## config.mk

```make
export PLATFORM = sky130hd
export DESIGN_NAME = vme_dtb_responder
export DESIGN_NICKNAME = d
export VERILOG_FILES = /design/src/rtl/vme_dtb_responder.sv
export SDC_FILE = /design/constraint.sdc
export NUM_CORES = 1
export LEC_CHECK = 0
export BUFFER_PORTS_ARGS = -buffer_cell sky130_fd_sc_hd__buf_2
export CAP_MARGIN = 25
export CORE_MARGIN = 4
export CORE_UTILIZATION = 54
export CTS_CLUSTER_DIAMETER = 80
export CTS_CLUSTER_SIZE = 30
export DETAILED_ROUTE_END_ITERATION = 16
export GPL_TIMING_DRIVEN = 0
export PLACE_DENSITY = 0.84
export SYNTH_ARGS = -nofsm -noshare
export SYNTH_HDL_FRONTEND = slang
export SYNTH_SLANG_ARGS = --single-unit
```

## constraint.sdc

```tcl
create_clock -name CLOCK -period 17 [get_ports CLOCK]
set_input_delay 4.25 -clock CLOCK [delete_from_list [all_inputs] [get_ports CLOCK]]
set_output_delay 4.25 -clock CLOCK [all_outputs]
set_load 0.01 [all_outputs]
```

## src/rtl/vme_dtb_responder.sv

```systemverilog
// VME data-transfer-bus slave: decodes A24 (geographic) and A32 accesses,
// hands each hit to a local request/acknowledge port and answers with DTACKn/BERRn.
module vme_dtb_responder #(
  parameter int         SYNC_STAGES = 2,
  parameter int         TIMEOUT     = 255,
  parameter logic [7:0] BASE_A32    = 8'h55
) (
  input  logic        CLOCK,
  input  logic        RESET,
  input  logic [31:0] ADDRBUS,
  input  logic [5:0]  VME_AM,
  input  logic        VME_ASn,
  input  logic        DS0n,
  input  logic        DS1n,
  input  logic        VME_R_Wn,
  input  logic        LWORDn,
  input  logic [4:0]  GA,
  input  logic [31:0] VME_DATA_I,
  output logic [31:0] VME_DATA_O,
  output logic        VME_DATA_OE,
  output logic        DTACKn,
  output logic        BERRn,
  output logic        LOC_REQ,
  output logic        LOC_WE,
  output logic [23:0] LOC_ADDR,
  output logic [3:0]  LOC_BE,
  output logic [31:0] LOC_WDATA,
  input  logic [31:0] LOC_RDATA,
  input  logic        LOC_ACK
);

  localparam int               CNT_W    = $clog2(TIMEOUT + 1);
  localparam logic [CNT_W-1:0] CNT_LAST = CNT_W'(TIMEOUT - 1);

  typedef enum logic [3:0] {
    IDLE, DECODE, WAIT_DS, REQ, WAIT_ACK, DRIVE, ACK, ERR, WAIT_AS
  } state_t;

  function automatic logic [3:0] byte_en(input logic lword, input logic a1);
    if (!lword) return 4'hF;
    return a1 ? 4'h3 : 4'hC;
  endfunction

  // Stage p0..pN: strobe synchronizers; vld_p marks when they hold real bus samples
  logic [SYNC_STAGES-1:0] as_p, ds0_p, ds1_p, rw_p, vld_p;

  always_ff @(posedge CLOCK or posedge RESET) begin
    if (RESET) begin
      as_p  <= '1;
      ds0_p <= '1;
      ds1_p <= '1;
      rw_p  <= '1;
      vld_p <= '0;
    end else begin
      as_p  <= SYNC_STAGES'({as_p,  VME_ASn});
      ds0_p <= SYNC_STAGES'({ds0_p, DS0n});
      ds1_p <= SYNC_STAGES'({ds1_p, DS1n});
      rw_p  <= SYNC_STAGES'({rw_p,  VME_R_Wn});
      vld_p <= SYNC_STAGES'({vld_p, 1'b1});
    end
  end

  logic as_s, ds0_s, ds1_s, rw_s, sync_ok;
  logic ds_low, ds_high, ds_one;

  assign as_s    = as_p[SYNC_STAGES-1];
  assign ds0_s   = ds0_p[SYNC_STAGES-1];
  assign ds1_s   = ds1_p[SYNC_STAGES-1];
  assign rw_s    = rw_p[SYNC_STAGES-1];
  assign sync_ok = vld_p[SYNC_STAGES-1];
  assign ds_low  = !ds0_s && !ds1_s;
  assign ds_high = ds0_s && ds1_s;
  assign ds_one  = ds0_s ^ ds1_s;

  // Stage decode: address-phase values captured when AS first falls
  state_t           state;
  logic [31:0]      addr_q;
  logic [5:0]       am_q;
  logic             lword_q, rw_q, armed;
  logic [CNT_W-1:0] cnt;
  logic             hit;

  assign hit = ((am_q == 6'h2F) && (addr_q[23:19] == ~GA)) ||
               ((am_q == 6'h09) && (addr_q[31:24] == BASE_A32));

  // Stage transfer: armed blocks decoding until AS has been seen high after reset
  always_ff @(posedge CLOCK or posedge RESET) begin
    if (RESET) begin
      state       <= IDLE;
      DTACKn      <= 1'b1;
      BERRn       <= 1'b1;
      VME_DATA_OE <= 1'b0;
      VME_DATA_O  <= '0;
      LOC_REQ     <= 1'b0;
      LOC_WE      <= 1'b0;
      LOC_ADDR    <= '0;
      LOC_BE      <= '0;
      LOC_WDATA   <= '0;
      cnt         <= '0;
      armed       <= 1'b0;
      addr_q      <= '0;
      am_q        <= '0;
      lword_q     <= 1'b1;
      rw_q        <= 1'b1;
    end else begin
      LOC_REQ <= 1'b0;
      if (sync_ok && as_s) armed <= 1'b1;
      case (state)
        IDLE: begin
          if (armed && !as_s) begin
            addr_q  <= ADDRBUS;
            am_q    <= VME_AM;
            lword_q <= LWORDn;
            rw_q    <= rw_s;
            state   <= DECODE;
          end
        end
        DECODE: state <= hit ? WAIT_DS : WAIT_AS;
        WAIT_DS: begin
          if (as_s) begin
            state <= IDLE;
          end else if (ds_low) begin
            LOC_REQ   <= 1'b1;
            LOC_WE    <= ~rw_q;
            LOC_WDATA <= VME_DATA_I;
            LOC_ADDR  <= addr_q[23:0];
            LOC_BE    <= byte_en(lword_q, addr_q[1]);
            state     <= REQ;
          end else if (ds_one) begin
            BERRn <= 1'b0;
            state <= ERR;
          end
        end
        REQ: begin
          if (as_s) begin
            state <= IDLE;
          end else begin
            cnt   <= CNT_W'(1);
            state <= WAIT_ACK;
          end
        end
        WAIT_ACK: begin
          if (as_s) begin
            state <= IDLE;
          end else if (LOC_ACK) begin
            if (rw_q) begin
              VME_DATA_O  <= LOC_RDATA;
              VME_DATA_OE <= 1'b1;
              state       <= DRIVE;
            end else begin
              DTACKn <= 1'b0;
              state  <= ACK;
            end
          end else if (cnt == CNT_LAST) begin
            cnt   <= '0;
            BERRn <= 1'b0;
            state <= ERR;
          end else begin
            cnt <= cnt + CNT_W'(1);
          end
        end
        DRIVE: begin
          DTACKn <= 1'b0;
          state  <= ACK;
        end
        ACK: begin
          if (ds_high) begin
            DTACKn      <= 1'b1;
            VME_DATA_OE <= 1'b0;
            state       <= WAIT_AS;
          end
        end
        ERR: begin
          if (ds_high) begin
            BERRn <= 1'b1;
            state <= WAIT_AS;
          end
        end
        WAIT_AS: if (as_s) state <= IDLE;
        default: state <= IDLE;
      endcase
    end
  end

endmodule
```

After elaboration in Yosys (flattened, before gate mapping)
Index checks and enable logic that the tools add are counted.
Widths: inputs -> output; s select.
{"block": "totals", "register_bits": 160, "out_inout_bits": 97, "wordCells": 125}
{"block": "op_classes", "n_reduce_logical": 24, "add_sub_neg": 1, "n_bitwise": 4, "mux": 45, "n_eq_ne": 30}
{"op": "$mux 4", "count": 13}
{"op": "$mux 8", "count": 4}
{"op": "$pmux 4 s8", "count": 1}
{"op": "$ne 2x2->1 const B", "count": 14}
{"op": "$mux 1", "count": 21}
{"op": "$eq 4x3->1 const B", "count": 4}
{"op": "$pmux 8 s2", "count": 1}
{"op": "$reduce_and 5->1", "count": 3}
{"op": "$add 8x1->8 const B", "count": 1}
{"op": "$eq 4x2->1 const B", "count": 2}
{"op": "$eq 8x7->1 const B", "count": 1}
{"op": "$eq 8x8->1 const B", "count": 1}
{"op": "$ne 4x4->1 const B", "count": 2}
{"op": "$reduce_and 4->1", "count": 2}
{"op": "$reduce_and 8->1", "count": 1}
{"op": "$eq 6x4->1 const B", "count": 1}
{"op": "$eq 6x6->1 const B", "count": 1}
{"op": "$logic_and 1x1->1", "count": 6}
{"op": "$pmux 1 s3", "count": 2}
{"op": "$reduce_bool 3->1", "count": 2}
{"op": "$eq 5x5->1", "count": 1}
{"op": "$not 5->5", "count": 1}
{"op": "$eq 4x1->1 const B", "count": 1}
{"op": "$eq 4x4->1 const B", "count": 1}
{"op": "13 further kinds", "count": 17}

Longest topological paths before layout
Gate-level depths: netlist (run 1).
{"block": "logic_depth", "depth_word": 6, "ltp_mapped": 9}

Least setup slack after synthesis (run 1)
No wires, ideal clock.
{"block": "synth_timing", "kind": "input port to flip-flop", "from": "input port LOC_ACK", "to": "register cnt[7]", "n_path_buf": 0, "t_arrival_ns": 5.492, "path_stages": 5, "setup_ns": 0.073, "path_slack_ns": 11.435, "path_cell_list": "or4b_4 -> a21boi_4 -> nand3_2 -> or3_1 -> a21oi_2"}
{"block": "synth_between", "elab_chain_len": 2}
{"element": "start: declaration", "line_no": "29", "text": "input logic LOC_ACK"}
{"element": "$ne 2x2->1 (no source line)"}
{"element": "$reduce_and 4->1 (no source line)"}
{"element": "end signal: assignment", "line_no": "159", "text": "cnt <= cnt + CNT_W'(1);"}
{"element": "end: declaration", "line_no": "80", "text": "logic [CNT_W-1:0] cnt;"}
Every way passes these cells.
A chain may end at the register's enable or synchronous reset.

Final worst setup path (run 1)
Same ends and word-level chain as after synthesis.

==> results of run 1 <==
==> registers in the layout, summed over array words and instances, names as in the netlist, 2 cells and up <==
signal and count:
LOC_WDATA 32, VME_DATA_O 32, addr_q 32, LOC_ADDR 24, cnt 8, am_q 6, state 4, LOC_BE 2
as_p 2, ds0_p 2, ds1_p 2, rw_p 2, vld_p 2
==> worst max-delay path by stage <==
stage                              to  slack (ns)
final                          cnt[7]       11.61
after global routing           cnt[2]       11.49
after CTS                   LOC_BE[1]       11.61
after detailed placement       cnt[7]       11.18
after global placement     addr_q[11]        7.12
after floorplan           LOC_ADDR[0]        8.51
==> logic make-up after synthesis <==
family,count (synthesis),synth area share (%)
adders and majority gates,5,0.9756
AOI/OAI and AO/OA,34,3.629
xor gates and xnor gates,10,1.366
and+or+nand+nor,241,16.41
buffers and inverters,38,2.849
DFF,158,61.89
other,1,0.05848
muxes,73,12.82
==> cell usage in the layout, fill, tap and decap left out, types with 3 or more instances in the layout <==
master and instances:
buf_2 225, clkbuf_1 12, nand2b_1 3, o31ai_1 3
mux2_2 73, a31oi_1 3, o21ai_0 8, nand2_1 179
inv_1 9, dfrtp_1 146, nor4b_1 3, clkbuf_16 17
nor2b_1 6, xor2_1 8, nand4_1 5, a21oi_1 7
nor2_1 15, ha_1 5, or3_1 3, bufinv_16 4
nand3_1 9, dfstp_2 12, clkinvlp_4 5
==> metrics by stage <==
stage,hold slack [ns],util (%),setup WS (ns),total power (W),cell area (um2)
3_5_place_dp,0.3347,66.69,11.18,0.0006175,7680
3_3_place_gp,0.3323,66.41,7.120,0.0006047,7647
5_1_grt,0.3617,72.19,11.49,0.001060,8313
6_report,0.3488,72.19,11.61,0.001017,8313
2_1_floorplan,0.3312,-,8.507,0.0005693,6412
4_1_cts,0.3494,72.19,11.61,0.001024,8313
==> per-layer routing <==
layer / GRT usage, % / up-vias / wire length [um]
met5: 0 / - / 7
met4: 9.404 / 2 / 395
met3: 7.969 / 41 / 1427
met2: 40.12 / 218 / 7990
met1: 27.35 / 2352 / 5899
li1: - / 2304 / -
==> final cells by class <==
type / instances / area share [%]
Clock buffer: 20 / 5.373
Buffer: 28 / 1.746
Timing Repair Buffer: 212 / 13.03
Inverter: 10 / 0.5117
Tap cell: 143 / 2.152
Multi-Input combinational cell: 364 / 27.20
Sequential cell: 158 / 47.74
Clock inverter: 12 / 2.243
==> power groups by stage <==
stage / sequential [W] / combinational, W / clock (W)
2_1_floorplan: 0.000463 / 0.000107 / 0
3_3_place_gp: 0.000469 / 0.000136 / 0
3_5_place_dp: 0.000473 / 0.000144 / 0
4_1_cts: 0.000467 / 0.000147 / 0.000410
5_1_grt: 0.000474 / 0.000160 / 0.000426
6_report: 0.000468 / 0.000146 / 0.000404
==> summary.md, run 1 <==
| Metric | Value |
|---|---|
| Status | finished, final reports clean |
| CTS Hold Bufs | 0 |
| Total gr overflow | 0 |
| FF-to-FF Start | state[3] |
| Die Wd | 117.0 um |
| Max-Slew Margin vs Limit | 46.74% |
| Clk buf depth | 2 |
| DRC Markers | 0 |
| Synth Flop Type | dfrtp_1 |
| Seq/Total Area, Yosys | 61.89% |
| WP buf/inv | 1 |
| Worst setup EP type | flop |
| DR iter-0 viols | 315 |
| Hold Crit Class | reg2reg |
| Reported max-cap violation count | 0 |
| Period utilization | 31.70% |
| Clock skew | 0.005727 ns |
| Layout Nets | 911 |
| # setup viols final | 0 |
| Flop2flop setup slack | 14.70 ns |
| Critical path's slowest cell | or4b_4 |
| Switching Share | 24.84% |
| Crit path max fanout | 8 |
| GRT Total Usage | 23.51% |
| Hold path depth | 0 |
| Fin cells | 947 |
| Share of cells above drive strength 1 | 43.91% |
| Clock period minus worst slack | 5.389 ns |
| CTS tree | yes |
| Worst EP required | 17.36 ns |
| Wire per inst | 16.60 um |
| Crit path launch | LOC_ACK |
| Register area | 3969 um2 |
| Root Buffer | clkbuf_16 |
| Asr flop ratio synth | 100.0% |
| Layout area overhead | 29.64% |
| Critical path arrival | 5.74 ns |
| FF+latch count, synth | 158 |
| Sequential Power Share | 46.0% |
| Worst path cell trace | buf_2, or4b_4, a21boi_4, nand3_2, or3_1, a21oi_2 |
| Worst vdd ir | 0.09996 mV |
| Overall routed net length | 15.72 mm |
| DIE AREA | 13680 um2 |
| Via count | 4917 |
| Setup total negative slack | 0 ns |
| Synthesized cell area | 6412 um2 |
| TritonCTS Sinks | 158 |
| Levels on crit path | 6 |
| IO Count | 212 |
| Final ANT Viol Nets | 0 |
| Max Clock Freq | 185.6 MHz |
| Most frequent cell after synthesis | nand2_1 |
| H-Tree Level Count | 4 |
| Worst R2R End | VME_DATA_O[11] |
| Initial Util | 55.68% |
| Hold Violations, Final | 0 |
| Mapped Nets | 680 |
| Area leader, netlist | dfrtp_1 |
| RSZ-0062 raised after global routing | no |
| Fillers | 782 |
| Initial antenna violation count | 1 |
| Critical path's largest stage delay | 0.50 ns |
| PortBufs | 211 |
| Iteration count of the initial detailed-routing pass | 4 |
| CTS Buf Count | 17 |
| R2r worst-path depth | 6 |
| Number of distinct library cells after synthesis | 48 |
| Post-CTS Resized | 0 |
| Clock transition at path regs | 0.06 ns |
| Post-CTS Setup Repair Bufs | 0 |
| Cells after Synth | 560 |
| Worst skew pair latency | 0.43 ns |
| Die Height | 117.0 um |
| Largest net degree at the start of global routing | 92 |
| Critical path startpoint category | input pin |
| N_diodes | 0 |
| Synth area leaders | dfrtp_1 (57%), mux2_2 (13%), nand2_1 (10%) |
| Synthesis Warnings | 0 |
| Core Area | 11520 um2 |
| EDFF count, synth | 0 |
| Hold EP | vld_p[1] |
| CP top delay family | simple AND/OR/NAND/NOR gates |
| Crit path kind | in2reg |
| Vias in the first global route | 5128 |
| Net switching power | 0.0002527 W |
| Pint | 0.0007644 W |
| DR vias/cell | 5.192 |
| Placer Congestion | 0.7984 |
| Placed cell count | 915 |
| Post-Syn Area per Cell | 11.45 um2 |
| Measured slew at the worst slew-check pin | 0.7989 ns |
| Gate power share | 14.4% |
| HPWL after DPL | 11.16 mm |
| # rows | 39 |
| Worst Hold Launch | vld_p[0] |
| Clock power share | 39.7% |
| Top post-synthesis cells by count | nand2_1 (179), dfrtp_1 (146), mux2_2 (73) |
| Yosys top cell area share | 56.98% |
| Static Leak | 4.329 nW |
| PwrDens | 122.3 nW/um2 |
| First-pass GRT wire length | 24.78 mm |
| Multi-input gate area | 2261 um2 |
| Slew Viols, Final | 0 |
No activity file was read; power rests on OpenSTA's default activity.
==> inputs of run 2 (changes only) <==
--- a/config.mk
+++ b/config.mk
@@ -8,12 +8,12 @@
 export BUFFER_PORTS_ARGS = -buffer_cell sky130_fd_sc_hd__buf_2
 export CAP_MARGIN = 25
 export CORE_MARGIN = 4
-export CORE_UTILIZATION = 54
+export CORE_UTILIZATION = 50
 export CTS_CLUSTER_DIAMETER = 80
 export CTS_CLUSTER_SIZE = 30
 export DETAILED_ROUTE_END_ITERATION = 16
 export GPL_TIMING_DRIVEN = 0
-export PLACE_DENSITY = 0.84
+export PLACE_DENSITY = 0.78
 export SYNTH_ARGS = -nofsm -noshare
 export SYNTH_HDL_FRONTEND = slang
 export SYNTH_SLANG_ARGS = --single-unit
==> constraint.sdc (replaced) <==
create_clock -name CLOCK -period 5.1 [get_ports CLOCK]
set_input_delay 1.275 -clock CLOCK [delete_from_list [all_inputs] [get_ports CLOCK]]
set_output_delay 1.275 -clock CLOCK [all_outputs]
set_load 0.01 [all_outputs]
==> run 2 against run 1 <==
  * Die area is 7.4% higher
  * Final cell count increased by 3.3%
  * Utilization fell by 5.6 points
  * Cell area increased by 0.62%
  * Sequential power rose to 3.3 times the previous value
  * Power rose to 3.3 times the previous value
  * Flip-flop and latch count unchanged
  * Hold slack got worse by 0.0012 ns
  * Global-route usage shrank 3.1 points
  * Critical endpoint unchanged
==> summary.md, run 2 (synthesis results as in run 1) <==
| Metric | Value |
|---|---|
| Status | finished, final reports clean |
| Period utilization | 47.73% |
| DR vias/cell | 4.939 |
| IO Count | 212 |
| Wire per inst | 15.15 um |
| Vias in the first global route | 4901 |
| Initial Util | 51.02% |
| Max Clock Freq | 410.8 MHz |
| DP Worst Slack | 2.251 ns |
| # setup viols final | 0 |
| Overall routed net length | 14.81 mm |
| RSZ-0062 raised after global routing | no |
| Post-CTS Setup Repair Bufs | 0 |
| Fillers | 961 |
| Crit path kind | in2reg |
| Via count | 4830 |
| Biggest regs | LOC_WDATA: 32 flops, VME_DATA_O: 32 flops, addr_q: 32 flops |
| Design area | 8364 um2 |
| Layout area overhead | 30.44% |
| N_diodes | 0 |
| PortBufs | 211 |
| Critical path startpoint category | input pin |
| Iteration count of the initial detailed-routing pass | 4 |
| Clk buf depth | 2 |
| PwrDens | 399.9 nW/um2 |
| DIE AREA | 14700 um2 |
| Critical path arrival | 2.78 ns |
| HPWL after DPL | 11.16 mm |
| CTS Buf Count | 17 |
| Crit path max fanout | 8 |
| Final WS setup | 2.666 ns |
| Final ANT Viol Nets | 0 |
| Root Buffer | clkbuf_16 |
| Max-Slew Margin vs Limit | 47.22% |
| Most frequent cells in the layout | buf_2 (225), nand2_1 (179), dfrtp_1 (146) |
| Slew Viols, Final | 0 |
| Worst skew pair latency | 0.42 ns |
| Hold Violations, Final | 0 |
| Clock period minus worst slack | 2.434 ns |
| CTS Hold Bufs | 0 |
| Reported max-cap violation count | 0 |
| Clock skew | 0.009757 ns |
| Static Leak | 4.342 nW |
| Die Wd | 121.2 um |
| Worst setup EP type | flop |
| Setup total negative slack | 0 ns |
| Placed cell areas | 7747 um2 |
| Most common cell after layout, fill and taps aside | buf_2 |
| TritonCTS Sinks | 158 |
| Clock transition at path regs | 0.06 ns |
| DRC Markers | 0 |
| Measured slew at the worst slew-check pin | 0.7900 ns |
| Total gr overflow | 0 |
| Post-CTS Resized | 0 |
| Layout Nets | 913 |
| GRT Total Usage | 20.45% |
| DR iter-0 viols | 363 |
| Hold Crit Class | reg2reg |
| Worst vdd ir | 0.2688 mV |
| Worst EP required | 5.44 ns |
| First-pass GRT wire length | 23.55 mm |
| # rows | 41 |
| Initial antenna violation count | 0 |
| Share of cells above drive strength 1 | 43.92% |
| Largest net degree at the start of global routing | 46 |
| H-Tree Level Count | 4 |
| Placer Congestion | 0.9218 |
| Core Area | 12570 um2 |
| CTS tree | yes |
| Die Height | 121.2 um |
[run 2: cell count changes in the layout (fill, tap and decap cells not counted)]
cell / change
buf_12: +3
clkinv_2: +3
buf_16: -1
clkbuf_1: +1
clkinv_4: -1
clkinvlp_4: -1
inv_6: -1
inv_8: -1
[run 2: final cells by class]
type                       count  area (um2)  area share [%]
inverter                      10       41.29          0.4936
clock buffer                  21       450.4           5.385
buffer                        28       145.1           1.735
timing repair buffer         214        1116           13.34
tap                          172       215.2           2.573
sequential                   158        3969           47.45
multi-input combinational    364        2261           27.03
clock inverter                11       166.4           1.990
[run 2: worst paths after layout]
kind | start | endpoint | slack, ns | cells past startpoint
min | vld_p[0] | vld_p[1] | 0.35 | 0
max | LOC_ACK | cnt[7] | 2.67 | 6
max in group asynchronous | RESET | DTACKn | 3.38 | 3
max reg2reg | state[3] | VME_DATA_O[7] | 2.93 | 6
min in group asynchronous | RESET | LOC_ADDR[4] | 1.00 | 2
min reg2reg | vld_p[0] | vld_p[1] | 0.35 | 0
[run 2: where the power goes]
group	switching (W)	internal, W	leakage [nW]
sequential	0.000114	0.00144	1.90
clock	0.000481	0.000830	0.293
combinational	0.000206	0.000269	2.15
total	0.000801	0.00254	4.34
[run 2: routing by layer]
metal	part of all wire, %	wire length (um)	vias to the layer above	global-route usage (%)
li1	-	-	2315	-
met1	41	6102	2300	26.37
met2	48	7059	193	32.37
met3	8.9	1317	22	6.573
met4	2.2	332	0	7.913
met5	0	0	-	0
[run 2: stage by stage]
step,hold WS [ns],util (%),cells,power [W]
2_1_floorplan,0.3312,-,560,0.001898
3_3_place_gp,0.3335,61.16,943,0.002017
3_5_place_dp,0.3347,61.64,946,0.002061
4_1_cts,0.3476,66.55,978,0.003375
5_1_grt,0.3609,66.55,978,0.003504
6_report,0.3476,66.55,978,0.003345
[run 2: worst max-delay path, stage by stage]
cell and delay, ns:
buf_2 0.13, or4b_4 0.49, a21boi_4 0.26, nand3_2 0.11, or3_1 0.34, a21oi_2 0.15
==> inputs of run 3 (changes only) <==
==> constraint.sdc (replaced) <==
create_clock -name CLOCK -period 2.3 [get_ports CLOCK]
set_input_delay 0.575 -clock CLOCK [delete_from_list [all_inputs] [get_ports CLOCK]]
set_output_delay 0.575 -clock CLOCK [all_outputs]
set_load 0.01 [all_outputs]
==> run 3 against run 2 <==
  * Worst setup slack got worse by 2.5 ns
  * Wire length is the same
  * Clock skew barely moved
  * Count of clock-buffer cells in the layout is the same
  * Critical endpoint is now VME_DATA_O[7]
==> summary.md, run 3 (synthesis results as in run 1) <==
| Metric | Value |
|---|---|
| Layout area overhead | 30.46% |
| Hold Crit Class | in2reg |
| PwrDens | 886.6 nW/um2 |
| R2r worst-path depth | 6 |
| Most frequent cells in the layout | buf_2 (225), nand2_1 (179), dfrtp_1 (146) |
| Post-CTS Setup Repair Bufs | 0 |
| Net switching power | 0.001778 W |
| Setup total negative slack | 0 ns |
| Iteration count of the initial detailed-routing pass | 4 |
| TritonCTS Sinks | 158 |
| Max Clock Freq | 461.9 MHz |
| Core Area | 12570 um2 |
| Reported max-cap violation count | 0 |
| Met2 WL post-DR | 7.062 mm |
| Total gr overflow | 0 |
| Crit path launch | state[3] |
| Switching Share | 23.97% |
| DIE AREA | 14700 um2 |
| Design area | 8366 um2 |
| DRC Markers | 0 |
| Share of cells above drive strength 1 | 44.04% |
| HPWL after DPL | 11.16 mm |
| Die Wd | 121.2 um |
| Placer Congestion | 0.9218 |
| Fin cells | 978 |
| Sequential Power Share | 46.6% |
| CTS tree | yes |
| Clk buf depth | 2 |
| Critical path startpoint category | flop |
| Die Height | 121.2 um |
| RSZ-0062 raised after global routing | no |
| Placed cell count | 946 |
| Wire per inst | 15.15 um |
| PortBufs | 211 |
| Most common cell after layout, fill and taps aside | buf_2 |
| Util after Layout | 66.56% |
| Worst EP required | 2.59 ns |
| # setup viols final | 0 |
| Overall routed net length | 14.81 mm |
| Critical path arrival | 2.46 ns |
| Worst setup EP type | flop |
| Initial antenna violation count | 0 |
| Static Leak | 4.346 nW |
| Root Buffer | clkbuf_16 |
| Worst vdd ir | 0.5962 mV |
| Slew Viols, Final | 0 |
| # rows | 41 |
| Met3 wire length | 1.301 mm |
| H-Tree Level Count | 4 |
| Max-Slew Margin vs Limit | 47.22% |
| Crit path kind | reg2reg |
| Period utilization | 94.13% |
| Final ANT Viol Nets | 0 |
| FF-to-FF Start | state[3] |
| CTS Buf Count | 17 |
| Worst Hold Launch | VME_R_Wn |
| WL met1 | 6.116 mm |
| Clock power share | 39.2% |
| Measured slew at the worst slew-check pin | 0.7900 ns |
| Top Metal Used | met4 |
| Biggest regs | LOC_WDATA: 32 flops, VME_DATA_O: 32 flops, addr_q: 32 flops |
| Hold path depth | 1 |
| N_diodes | 0 |
| DR vias/cell | 4.938 |
| DR iter-0 viols | 362 |
| Clock skew | 0.009363 ns |
| Largest net degree at the start of global routing | 46 |
| Pint | 0.005639 W |
| Placed cell areas | 7747 um2 |
| Vias in the first global route | 4901 |
| Gate power share | 14.2% |
| GRT Total Usage | 20.45% |
| Layout Nets | 913 |
| IO Count | 212 |
| Clock period minus worst slack | 2.165 ns |
| Status | finished, final reports clean |
| Worst skew pair latency | 0.42 ns |
| Clock transition at path regs | 0.06 ns |
| Hold Violations, Final | 0 |
| Via count | 4829 |
| Initial Util | 51.02% |
| Crit path max fanout | 10 |
| First-pass GRT wire length | 23.55 mm |
[run 3: power groups by stage]
stage / Clock (W) / Sequential [W] / Combinational (W)
floorplan: 0 / 0.00342 / 0.000788
global placement: 0 / 0.00347 / 0.00100
detailed placement: 0 / 0.00351 / 0.00106
CTS: 0.00296 / 0.00346 / 0.00107
global route: 0.00310 / 0.00350 / 0.00117
finish: 0.00291 / 0.00346 / 0.00105
[run 3: timing repair]
action | CTS | global route
setup endpoints to repair | 0 | 5
gates resized for setup | 0 | 2
hold buffers | 0 | 0
[run 3: through the flow]
stage                     hold WS [ns]  power [W]  setup slack, ns
after detailed placement        0.3347   0.004570           0.1507
after global placement          0.3335   0.004473           -1.055
after global routing            0.2293   0.007769         0.001530
after CTS                       0.2317   0.007484           0.1275
final                           0.2506   0.007417           0.1349
after floorplan                 0.3312   0.004209          -0.2661
[run 3: layout make-up]
cell class                 count  area (um2)
multi-input combinational    364        2261
timing repair buffer         214        1116
clock inverter                11       166.4
sequential                   158        3969
fill                         960        4203
tap                          172       215.2
inverter                      10       41.29
clock buffer                  21       450.4
buffer                        28       146.4
[run 3: path summary, 6_finish.rpt]
check                           endpoint  slack (ns)
max reg2reg                VME_DATA_O[7]        0.13
max                        VME_DATA_O[7]        0.13
min reg2reg                     vld_p[1]        0.35
min in group asynchronous    LOC_ADDR[4]        0.30
max in group asynchronous         DTACKn        1.28
min                              rw_p[0]        0.25
[run 3: per-layer routing]
| layer | track usage (%) | up-vias |
|---|---|---|
| li1 | - | 2316 |
| met1 | 26.37 | 2299 |
| met2 | 32.37 | 192 |
| met3 | 6.573 | 22 |
| met4 | 7.913 | 0 |
| met5 | 0 | - |
[run 3: worst max-delay path, cell delays in order (launching register included)]
cell     delay [ns]
dfrtp_1        0.37
buf_2          0.19
nor4b_1        0.40
and4b_1        0.26
buf_2          0.18
buf_2          0.27
mux2_2         0.37
